===== src/rtl/quad_step_pkg.sv =====
// rtl/quad_step_pkg.sv - shared types and transition decode for the quadrature step decoder
package quad_step_pkg;

  typedef logic [1:0] quad_t;

  typedef enum logic [1:0] {DEC_NONE, DEC_UP, DEC_DOWN, DEC_ERR} dec_t;

  // Forward order is 00 -> 10 -> 11 -> 01 -> 00, with {A,B} packing.
  function automatic quad_t quad_fwd(quad_t q);
    quad_t n;
    unique case (q)
      2'b00:   n = 2'b10;
      2'b10:   n = 2'b11;
      2'b11:   n = 2'b01;
      default: n = 2'b00;
    endcase
    return n;
  endfunction

  function automatic dec_t quad_decode(quad_t prev, quad_t next);
    dec_t d;
    if (prev == next)
      d = DEC_NONE;
    else if ((prev ^ next) == 2'b11)
      d = DEC_ERR;
    else if (next == quad_fwd(prev))
      d = DEC_UP;
    else
      d = DEC_DOWN;
    return d;
  endfunction

endpackage


===== src/rtl/quad_glitch_filter.sv =====
// rtl/quad_glitch_filter.sv - accepts a new A/B value after FILT_LEN identical sample ticks
module quad_glitch_filter
  import quad_step_pkg::*;
#(
  parameter int FILT_LEN = 3
) (
  input  logic       clk,
  input  logic       rst_n,
  input  logic       sample_tick,
  input  logic [1:0] raw,
  output logic [1:0] filt,
  output logic       accept
);

  localparam int RUN_W = $clog2(FILT_LEN + 1);
  localparam logic [RUN_W-1:0] RUN_MAX = RUN_W'(FILT_LEN);

  quad_t            cand;
  logic [RUN_W-1:0] run;

  // accept rises on the same edge that filt takes the new value
  always_ff @(posedge clk or negedge rst_n) begin
    if (!rst_n) begin
      cand   <= '0;
      run    <= '0;
      filt   <= '0;
      accept <= 1'b0;
    end else begin
      accept <= 1'b0;
      if (sample_tick) begin
        if (raw != cand) begin
          cand <= raw;
          run  <= RUN_W'(1);
        end else if (run < RUN_MAX) begin
          run <= run + RUN_W'(1);
        end
      end
      if (run == RUN_MAX && cand != filt) begin
        filt   <= cand;
        accept <= 1'b1;
      end
    end
  end

endmodule


===== src/rtl/quad_step_decoder.sv =====
// rtl/quad_step_decoder.sv - quadrature A/B step stream to up/down position count
module quad_step_decoder
  import quad_step_pkg::*;
#(
  parameter int CNT_W    = 8,
  parameter int DIV      = 8,
  parameter int FILT_LEN = 3
) (
  input  logic             clk,
  input  logic             rst_n,
  input  logic             en,
  input  logic             quad_a,
  input  logic             quad_b,
  input  logic             clr,
  input  logic             err_clr,
  output logic [CNT_W-1:0] count,
  output logic             dir,
  output logic             step,
  output logic             err
);

  localparam int DIV_W = $clog2(DIV);
  localparam logic [DIV_W-1:0] DIV_LAST = DIV_W'(DIV - 1);

  quad_t            sync1, sync2;
  logic [DIV_W-1:0] div_cnt;
  logic             sample_tick;
  quad_t            filt, last;
  logic             accept, primed;
  dec_t             dec;
  logic             live, err_set;

  always_ff @(posedge clk or negedge rst_n) begin
    if (!rst_n) begin
      sync1 <= '0;
      sync2 <= '0;
    end else begin
      sync1 <= {quad_a, quad_b};
      sync2 <= sync1;
    end
  end

  always_ff @(posedge clk or negedge rst_n) begin
    if (!rst_n)
      div_cnt <= '0;
    else if (en)
      div_cnt <= (div_cnt == DIV_LAST) ? '0 : div_cnt + DIV_W'(1);
  end

  assign sample_tick = en && (div_cnt == DIV_LAST);

  quad_glitch_filter #(.FILT_LEN(FILT_LEN)) u_filt (
    .clk         (clk),
    .rst_n       (rst_n),
    .sample_tick (sample_tick),
    .raw         (sync2),
    .filt        (filt),
    .accept      (accept)
  );

  // last holds the previously accepted value, so filt/last form the transition
  always_comb begin
    dec     = quad_decode(last, filt);
    live    = accept && primed;
    err_set = live && (dec == DEC_ERR);
  end

  always_ff @(posedge clk or negedge rst_n) begin
    if (!rst_n) begin
      last   <= '0;
      primed <= 1'b0;
      count  <= '0;
      dir    <= 1'b1;
      step   <= 1'b0;
      err    <= 1'b0;
    end else begin
      step <= 1'b0;
      if (accept) begin
        last   <= filt;
        primed <= 1'b1;
      end
      if (live && dec == DEC_UP) begin
        count <= count + CNT_W'(1);
        dir   <= 1'b1;
        step  <= 1'b1;
      end else if (live && dec == DEC_DOWN) begin
        count <= count - CNT_W'(1);
        dir   <= 1'b0;
        step  <= 1'b1;
      end
      if (clr)
        count <= '0;
      if (err_set)
        err <= 1'b1;
      else if (err_clr)
        err <= 1'b0;
    end
  end

endmodule

===== config.mk =====
export PLATFORM = sky130hd
export DESIGN_NAME = quad_step_decoder
export DESIGN_NICKNAME = d
export VERILOG_FILES = /design/src/rtl/quad_step_pkg.sv /design/src/rtl/quad_glitch_filter.sv /design/src/rtl/quad_step_decoder.sv
export SDC_FILE = /design/constraint.sdc
export NUM_CORES = 1
export LEC_CHECK = 0
export CORE_MARGIN = 1.5
export CORE_UTILIZATION = 45
export DETAILED_ROUTE_END_ITERATION = 12
export PLACE_DENSITY = 0.69
export SLEW_MARGIN = 20
export SYNTH_ARGS = -nofsm -noshare
export SYNTH_HDL_FRONTEND = slang
export SYNTH_SLANG_ARGS = --single-unit

===== constraint.sdc =====
create_clock -name clk -period 3.55 [get_ports clk]
set_input_delay 0.71 -clock clk [delete_from_list [all_inputs] [get_ports clk]]
set_output_delay 0.71 -clock clk [all_outputs]
set_load 0.03 [all_outputs]

## Word-level counts from Yosys, hierarchy flattened

Index checks and enable logic that the tools add are counted.

| operators by class | value |
|---|---|
| muxes and demuxes | 19 |
| add/subtract/negate cells | 4 |
| order comparisons | 1 |
| bitwise operators | 1 |
| equality and inequality tests | 12 |
| reductions and logical operators | 13 |

Operator list:

| cell | number |
|---|---|
| $mux W8 | 3 |
| $mux W2 | 7 |
| $eq A2 B2 Y1 const B | 6 |
| $add A8 B1 Y8 const B | 1 |
| $sub A8 B1 Y8 const B | 1 |
| $mux W1 | 7 |
| $logic_and A1 B1 Y1 | 6 |
| $pmux W2 S3 | 1 |
| $reduce_bool A2 Y1 | 3 |
| $eq A2 B2 Y1 | 2 |
| $ne A2 B2 Y1 | 2 |
| $reduce_and A2 Y1 | 2 |
| $add A3 B1 Y3 const B | 1 |
| $eq A3 B3 Y1 const B | 1 |
| $mux W3 | 1 |
| $reduce_bool A3 Y1 | 1 |
| $add A2 B1 Y2 const B | 1 |
| $eq A2 B1 Y1 const B | 1 |
| $logic_not A2 Y1 | 1 |
| $lt A2 B2 Y1 const B | 1 |
| $xor A2 B2 Y2 | 1 |

| storage, ports and cells | value |
|---|---|
| output and inout bits | 11 |
| input bits | 7 |
| register bits | 28 |

## Logic depth before layout (Yosys ltp)

| depth | value |
|---|---|
| word-level depth | 13 |
| depth in mapped cells | 10 |
| gate-level depth less buffers | 9 |

## Hierarchy

A second synthesis with hierarchy kept.

| unflattened totals | value |
|---|---|
| cells, all modules | 133 |
| area, all modules | 1470.2 µm² |

By module, submodules not included:

| module | cells an instance | times used | area an instance (µm²) |
|---|---|---|---|
| quad_step_decoder | 111 | 1 | 1152.4 |
| quad_glitch_filter | 22 | 1 | 317.8 |

## Worst setup path before layout

Ideal clock, no wire load.

| path | value |
|---|---|
| kind | flip-flop to flip-flop |
| start point | reg u_filt.filt[0] |
| end point | reg count[6] |
| arrival | 2.534 ns |
| cell stages (with the launch flop) | 9 |
| required time | 3.446 ns |
| period minus slack after synthesis | 2.638 ns |
| path buffers | 0 |
| setup slack | 0.912 ns |
| library setup time | 0.104 ns |
| cell sequence | dfrtp_1 > xor2_1 > or3_1 > ha_1 > nor2b_1 > o31a_1 > o21a_1 > or4_1 > o311ai_1 |

| between the ends | value |
|---|---|
| longest elaborated chain between the ends | 8 |
| elaborated cells on any way between the ends | 14 |
| those cells by class | eq/ne: 5; mux: 5; bitwise: 1; reduce/logical: 3 |

RTL lines:

| element | line | RTL |
|---|---|---|
| from (decl) | quad_glitch_filter.sv:11 | `output logic [1:0] filt,` |
| from (signal assigned) | quad_glitch_filter.sv:39 | `filt <= cand;` |
| $eq A2 B2 Y1 or $xor A2 B2 Y2 (tied branches) | quad_step_pkg.sv:26, quad_step_pkg.sv:24 |  |
| $mux W2 or $eq A2 B2 Y1 (tied branches) | quad_step_pkg.sv:26, quad_step_pkg.sv:24 |  |
| $mux W2 | quad_step_pkg.sv:24 | `else if ((prev ^ next) == 2'b11)` |
| $mux W2 (*) | quad_step_pkg.sv:22 | `if (prev == next)` |
| $eq A2 B1 Y1 | quad_step_decoder.sv:82 | `if (live && dec == DEC_UP) begin` |
| $logic_and A1 B1 Y1 | quad_step_decoder.sv:82 |  |
| $mux W8 | quad_step_decoder.sv:82 |  |
| $mux W8 | quad_step_decoder.sv:91 | `if (clr)` |
| to (signal assigned) | quad_step_decoder.sv:83 | `count <= count + CNT_W'(1);` |
| to (signal assigned) | quad_step_decoder.sv:87 | `count <= count - CNT_W'(1);` |
| to (decl) | quad_step_decoder.sv:16 | `output logic [CNT_W-1:0] count,` |

Mark *: on every way between the ends. The rest lies on a longest branch, timed or not.
A chain may end at the register's enable or synchronous reset.

## Final worst setup path

| path | value |
|---|---|
| start point | reg u_filt.filt[0] |
| end point | reg count[7] |

Same word-level chain as after synthesis.

==> results.yml <==
yosys:
  synthAdderAreaFrac: 0.08797
  muxShareOfSynthArea: 0.06722
  synthCells: 137
  synth_edf_count: 0
  synth_area_per_cell_um2: 11.01
  async_flop_share: 1.000
  synth_top_area_frac: 0.4481
  synth-xor-area-share: 0.07967
  syn_area_mm2: 0.001508
  synth_top_family_by_area: "compound AO/OA/AOI/OAI gates"
  yosys_most_used_dff: "dfrtp_1"
  ys_seq_area_frac: 0.4656
  synth-simple-area-share: 0.1029
  synth_compound_area_frac: 0.1568
  yosysUniqueCellTypes: 41
  yosys.area.top_type: "dfrtp_1"
  synth_warnings: 0
  synthesis.nets: 154
  synthTopCellsByArea: "dfrtp_1, ha_1, mux2_2"
  synth-seq-cells: 28
outcome:
  status: "finished, final reports clean"
critical_path:
  start_kind: "flip-flop"
  crit_slowest_cell: "or3_1"
  critPathRequiredTime_ps: 3780
  path_max_fanout: 9
  cp-end-kind: "flip-flop"
  crit_type: "flip-flop to flip-flop"
  path_buf_inv: 0
  worstPathCellList: "xor2_1 -> or3_1 -> ha_1 -> a211oi_1 -> o31ai_1 -> a2111oi_0 -> a221oi_1 -> o311ai_1"
  critPathMaxStageDelay_ps: 560
  critical-path-top-delay-family: "compound AO/OA/AOI/OAI gates"
  crit_arrival_ps: 3140
clocking:
  cts_buffers: 3
  htree_levels: 1
  cts_tree: "built"
  clockBufferDepth: 2
  cts.sinks: 28
  cts_resized: 0
  clk_pin_slew_ps: 140
  ctsHoldBuffers: 0
  postCtsSetupBuffers: 0
  clk_latency_ps: 320
  cts_root_buffer: "clkbuf_4"
drt:
  routed-via-count: 1077
  wl_met1_mm: 1.239
  maxUsedRoutingLayer: "met4"
  drt_iter0_markers: 23
  firstDrtPassIters: 4
  wl_per_cell_um: 13.66
  wl_met3_um: 56
  remaining_drc_errors: 0
  viasPerCell: 5.385
  dr_wl_met2_mm: 1.425
  wirelength_mm: 2.731
  ant_nets: 0
cells_and_area:
  final_cell_mix: "dfrtp_1, clkdlybuf4s50_1, nor2_1, mux2_2, ha_1"
  final_common_cell: "dfrtp_1"
  syn_to_final_growth_pct: 16.10
  drive_gt1_frac: 0.1282
  fin_util: 0.5596
  finalInstanceArea_mm2: 0.001750
  instances_no_fill: 200
  layout.nets: 174
  num_antenna_cells: 0
timing:
  max_freq_mhz: 343.8
  tightest_slew_ps: 459.5
  min_period_ps: 2909
  skew_ps: 4.322
  relSlewSlack: 0.6858
  setup_violations: 0
  fin_setup_tns_ps: 0
  fin_hold_ws_ps: 371.0
  rsz0062_at_grt: "no"
  hold_violations: 0
  period_share: 0.8195
  finalMaxSlewViolations: 0
pwr:
  power_density_mw_per_mm2: 1003
  irDropWorstVdd_v: 0.0004266
  p_leak_nw: 0.7455
placement:
  gp_congestion: 0.8249
  port_buffers: 17
  hpwl_mm: 2.079
  dp.cells: 196
  place_area_mm2: 0.001714
grt:
  antenna_found_initial: 0
  gr-total-overflow: 0
  grt_start_max_net_pins: 29
  grt_pass1_vias: 1060
  grt_pass1_wl_mm: 4.802
  track_usage: 0.1731
min_path:
  holdCritPathClass: "flip-flop to flip-flop"
die:
  placeableCoreArea_mm2: 0.003128
  die_h_um: 60.88
  start_util: 0.4820
  fp.dieW_um: 60.88
  ioPinCount: 18
  die_area_mm2: 0.003706
  rows: 20
flow_run:
  maxCapViolCount: 0
[logic make-up after synthesis]
kind of cell,after synthesis
and+or+nand+nor,31
adders and majority gates,10
muxes,9
DFF,28
AOI/OAI and AO/OA,35
xor gates and xnor gates,12
buffers and inverters,12
[flip-flops by register name (all words and copies together) (netlist names), 2 cells and up]
name / cells
u_filt.run: 2
sync1: 2
div_cnt: 3
u_filt.cand: 2
sync2: 2
u_filt.filt: 2
count: 8
last: 2
[where the power goes]
part / internal, mW / total, mW / leakage, nW / switching (mW)
clock network: 0.0627 / 0.151 / 0.0210 / 0.0885
registers: 0.445 / 0.577 / 0.349 / 0.132
logic: 0.481 / 1.03 / 0.376 / 0.547
total: 0.989 / 1.76 / 0.746 / 0.767
[layout make-up]
cell class,instances,area (µm²)
inverter,9,33.78
tap,44,55.05
sequential,28,701.9
multi-input combinational,97,745.7
clock buffer,4,36.28
timing repair buffer,18,177.7
fill,283,1378
[worst paths after layout]
| check | startpoint | to | slack [ps] | depth (start not counted) |
|---|---|---|---|---|
| min in group asynchronous | rst_n | count[5]$_DFFE_PN0P_ | 750 | 2 |
| worst min-delay path | sync1[1]$_DFF_PN0_ | sync2[1]$_DFF_PN0_ | 370 | 0 |
| max in group asynchronous | rst_n | dir$_DFFE_PN1P_ | 2500 | 2 |
| worst min register to register | sync1[1]$_DFF_PN0_ | sync2[1]$_DFF_PN0_ | 370 | 0 |
| worst max-delay path | u_filt.filt[0]$_DFFE_PN0P_ | count[7]$_DFFE_PN0P_ | 640 | 8 |
| worst max register to register | u_filt.filt[0]$_DFFE_PN0P_ | count[7]$_DFFE_PN0P_ | 640 | 8 |
[synth_stat cells, types with 2 or more instances]
cell       count
xnor2_1        6
a21oi_1        6
a2111oi_0      2
o311ai_1       3
a31oi_1        2
nor2b_1        3
inv_1          7
nand2b_1       2
o21a_1         2
nand2_1        8
xor2_1         4
nor2_1         9
o21ai_0        4
o21bai_1       2
buf_6          2
xnor2_2        2
o21ai_1        4
mux2_2         9
dfrtp_1       27
a21o_1         2
ha_1           9
or4_1          2
inv_2          2
[metal layers]
metal / GRT usage / vias to the layer above
li1: - / 530
met1: 0.2247 / 533
met2: 0.3026 / 12
met3: 0.02559 / 2
met4: 0.04658 / 0
met5: 0 / -
[through the flow]
| step | setup WS, ps | total power, mW |
|---|---|---|
| after detailed placement | 727.2 | 1.611 |
| after floorplan | 912.4 | 1.353 |
| after global routing | 408.8 | 1.910 |
| final | 640.9 | 1.756 |
| after global placement | 805.8 | 1.569 |
| after CTS | 693.8 | 1.769 |
Note: power is estimated with default switching activity, not from simulation.
